## src/rtl/alu.sv

```systemverilog
// 8-bit datapath ALU: pass a / a+b / zero; zero/carry/ovf flags built only with ALU_FLAGS_EN.
// Latency: exactly 1 cycle, result and flags registered on every rising edge.
// Backpressure: none; accepts one operation per cycle with no hold or enable.
module alu (
    input  logic       clk,
    input  logic       rst_n,
    input  logic [7:0] a,
    input  logic [7:0] b,
    input  logic       pass,
    input  logic       add,
    output logic [7:0] alu_out
`ifdef ALU_FLAGS_EN
    ,
    output logic       zero,
    output logic       carry,
    output logic       ovf
`endif
);

    logic [8:0] w_sum;
    logic [7:0] w_result;
    logic [7:0] r_out;

    assign w_sum = {1'b0, a} + {1'b0, b};

    // pass has priority over add; neither selected yields zero
    always_comb begin
        w_result = 8'h00;
        if (pass) begin
            w_result = a;
        end else if (add) begin
            w_result = w_sum[7:0];
        end
    end

    always_ff @(posedge clk or negedge rst_n) begin
        if (!rst_n) begin
            r_out <= 8'h00;
        end else begin
            r_out <= w_result;
        end
    end

    assign alu_out = r_out;

`ifdef ALU_FLAGS_EN
    logic w_add_sel;
    logic w_carry;
    logic w_ovf;
    logic r_zero;
    logic r_carry;
    logic r_ovf;

    assign w_add_sel = !pass && add;
    assign w_carry   = w_add_sel && w_sum[8];
    assign w_ovf     = w_add_sel && (a[7] == b[7]) && (w_sum[7] != a[7]);

    always_ff @(posedge clk or negedge rst_n) begin
        if (!rst_n) begin
            r_zero  <= 1'b1;
            r_carry <= 1'b0;
            r_ovf   <= 1'b0;
        end else begin
            r_zero  <= (w_result == 8'h00);
            r_carry <= w_carry;
            r_ovf   <= w_ovf;
        end
    end

    assign zero  = r_zero;
    assign carry = r_carry;
    assign ovf   = r_ovf;
`endif

endmodule

```

## config.mk

```make
export PLATFORM = sky130hd
export DESIGN_NAME = alu
export DESIGN_NICKNAME = d
export VERILOG_FILES = /design/src/rtl/alu.sv
export SDC_FILE = /design/constraint.sdc
export NUM_CORES = 1
export LEC_CHECK = 0
export ABC_AREA = 1
export BUFFER_PORTS_ARGS = -buffer_cell sky130_fd_sc_hd__buf_2
export CAP_MARGIN = 20
export CORE_AREA = 2 2 39 41
export CTS_BUF_LIST = sky130_fd_sc_hd__clkbuf_8
export CTS_CLUSTER_SIZE = 24
export DETAILED_ROUTE_END_ITERATION = 12
export DIE_AREA = 0 0 41 43
export PLACE_DENSITY = 0.78
export SYNTH_ARGS = -nofsm -noshare
export SYNTH_HDL_FRONTEND = slang
export SYNTH_SLANG_ARGS = --single-unit
export TNS_END_PERCENT = 5
```

## constraint.sdc

```tcl
create_clock -name clk -period 1.06 [get_ports clk]
set_input_delay 0.318 -clock clk [delete_from_list [all_inputs] [get_ports clk]]
set_output_delay 0.318 -clock clk [all_outputs]
set_load 0.02 [all_outputs]
```

==> results.md <==
* Horiz. Die Dim at 41 um
* Sequential Power Share at 30.8%
* Clock power frac at 32.8%
* Worst path bufs/invs at 1
* Number of synthesized flops with an enable pin at 0
* Yosys cell types at 16
* CP startpoint kind: input port
* Final wirelength at 1530 um
* CP Depth at 10
* Setup TNS at -0.489 ns
* Most used cell along the critical path: nand2_1
* Rows at 14
* Final GP Congestion at 0.824
* Die Span Y at 43 um
* Hold Path Origin: a[7]
* Synthesized instance count at 82
* Failing checks: setup timing
* Max FFs per register at 8
* CP cell instances: buf_6, ha_4, fa_2, nand3_2, nand2_2, nand2_2, nand2_1, nand2_1, nand3_1, nand2_1
* CP required at 1.23 ns
* Largest net degree at the start of global routing at 9
* Vias in the first global route at 658
* Fill cells at 100
* Worst hold path class: input port to flip-flop
* Hold Path Stages at 3
* Worst Max-Slew Pin Slew at 0.169 ns
* 1st-pass router iterations at 4
* Most frequent cell after synthesis: nand2_1
* Area of the multi-input gates at 444 um2
* Synth warn at 0
* Worst hold endpoint: alu_out[7]
* Initial detailed-routing violation count at 7
* Max-Cap Viols at 0
* Final Non-Filler Cells at 137
* Net switching fraction of the power at 30.4%
* Synth Area in XOR/XNOR at 1.44%
* Grt ovf at 0
* NetSw at 337 uW
* I/O pin total at 28
* Pwr dens at 1120 nW/um2
* Slew headroom at 88.7%
* # setup viols final at 6
* Die Footprint at 1760 um2
* Htree depth at 1
* Hpwl dp at 1190 um
* Clock buffer depth at 2
* Initial Util at 43.9%
* FF+latch area at 200 um2
* Sequential element share of the synthesized area at 33.0%
* # nets final at 151
* Critical Path AT at 1.40 ns
* Worst-path clk slew at 0.04 ns
* Synth Area in Compound Gates at 12.2%
* DP Worst Slack at -0.468 ns
* Number of antenna cells inserted at 0
* Post-synthesis mux area share at 0%
* Worst setup EP type: flip-flop
* Ys async rst share at 100%
* Vias per inst at 4.88
* Gr usage total at 21.4%
* Core area at 1380 um2
* Simple logic cell fraction of the synthesized area at 27.0%
* Mapped Nets at 110
* CTS Root Cell: clkbuf_8
* Crit Path Class: input port to flip-flop
* Clock sinks at 8
* Post-Synth Adder-Cell Area at 17.7%
* Min Tclk post-route at 1.23 ns
* Crit path max-delay family: adder cells
* Number of buffers created by CTS at 3
* Critical path peak fanout at 2
* Leak at 0.545 nW
* Main flop type after synthesis: dfrtp_1
* Syn Area/Cell at 7.40 um2
* First-pass GRT wire length at 2640 um
* Fin crit share at 116%
* Ranking of synthesized cells by area: dfrtp_1 33%, nand2_1 19%, ha_1 14%
* TritonCTS clock tree: built
* Dpl cells at 130
* Syn Std Cell Area at 607 um2
* Fmax at 811 MHz
* Vias at 669
* Yosys top cell by area: dfrtp_1
* Area Growth Syn to Fin at 62.9%
* Unrepaired setup endpoints after global routing: yes
* Synth cell count leaders: 31 x nand2_1, 10 x inv_1, 8 x dfrtp_1, 8 x nand3_1, 7 x ha_1
* Status: finished with violations
* CP max-delay cell: fa_2
* DRC violations left at 0
* Internal Power at 773 uW
* Layout cells sized above 1 at 44.6%
* Hold Vio Cnt, Final at 0
* Synth top area share at 33.0%
* Initial antenna violation count at 0
* Comb power frac at 36.3%
* WL per Instance at 11.2 um
* PnR worst setup slack at -0.173 ns
* Worst IR drop on VDD at 0.000432 V
* Largest family of logic cells by synthesized area: simple AND/OR/NAND/NOR gates
* Pins Over Slew Limit at 0
* Port bufs at 27
* FF+latch count, synth at 8
* CP max stage delay at 0.35 ns
* Antenna Nets Post-Route at 0
==> stage by stage <==
| step | util, % | hold WS (ns) | area, um2 | power [mW] |
|---|---|---|---|---|
| finish | 71.4 | 0.318 | 988 | 1.11 |
| floorplan | - | 0.0224 | 627 | 0.546 |
| global placement | 59.0 | 0.156 | 816 | 0.665 |
| global route | 71.4 | 0.344 | 988 | 1.18 |
| CTS | 70.1 | 0.315 | 970 | 1.10 |
| detailed placement | 59.0 | 0.164 | 816 | 0.678 |
==> layout by cell type, fill, tap and decap left out, drive strengths merged <==
| cell type | Yosys | final |
|---|---|---|
| a21boi | 1 | 1 |
| a21oi | 5 | 5 |
| a22o | 2 | 2 |
| buf | 1 | 36 |
| clkbuf | 0 | 3 |
| dfrtp | 8 | 8 |
| dlygate4sd3 | 0 | 1 |
| fa | 1 | 1 |
| ha | 7 | 7 |
| inv | 11 | 11 |
| nand2 | 31 | 31 |
| nand3 | 8 | 8 |
| nor2 | 2 | 2 |
| o21ai | 4 | 4 |
| xor2 | 1 | 1 |
==> how the worst max path moves through the flow <==
stage,endpoint,slack (ns),startpoint
detailed placement,alu_out[6],-0.47,a[0]
CTS,alu_out[6],-0.14,a[0]
global route,alu_out[6],-0.25,a[0]
global placement,alu_out[6],-0.41,a[0]
floorplan,alu_out[6],-0.25,a[0]
finish,alu_out[6],-0.17,b[0]
==> power groups by stage <==
stage	clock, mW	combinational [mW]	sequential [mW]
detailed placement	0	0.333	0.345
global placement	0	0.321	0.344
CTS	0.373	0.389	0.341
floorplan	0	0.161	0.384
global route	0.380	0.454	0.346
finish	0.364	0.403	0.342
==> timing repair <==
item                       in CTS  in global routing
resized for setup              15                  6
hold endpoints to repair        8                  0
pin swaps                       8                  1
hold buffers                    1                  0
setup buffers                   3                  0
setup endpoints to repair       7                 13
==> kinds of logic after synthesis <==
| group | Yosys count |
|---|---|
| adder cells (fa/ha/maj) | 8 |
| AND/OR/NAND/NOR | 41 |
| AO/OA/AOI/OAI | 12 |
| XOR/XNOR | 1 |
| buffers and inverters | 12 |
| flip-flops | 8 |
==> routing by layer <==
layer	GRT usage [%]	vias to the layer above	part of all wire [%]
li1	-	342	-
met1	26.8	308	42
met2	35.0	17	53
met3	1.57	2	4.0
met4	10.0	0	1.0
met5	0	-	0
==> final cells by class <==
| class | instances | share of cell area (%) |
|---|---|---|
| timing repair buffer | 37 | 24.4 |
| inverter | 11 | 4.18 |
| sequential | 8 | 20.3 |
| multi-input combinational | 62 | 44.9 |
| clock buffer | 3 | 4.18 |
| tap | 16 | 2.03 |
Note: power is estimated with default switching activity, not from simulation.
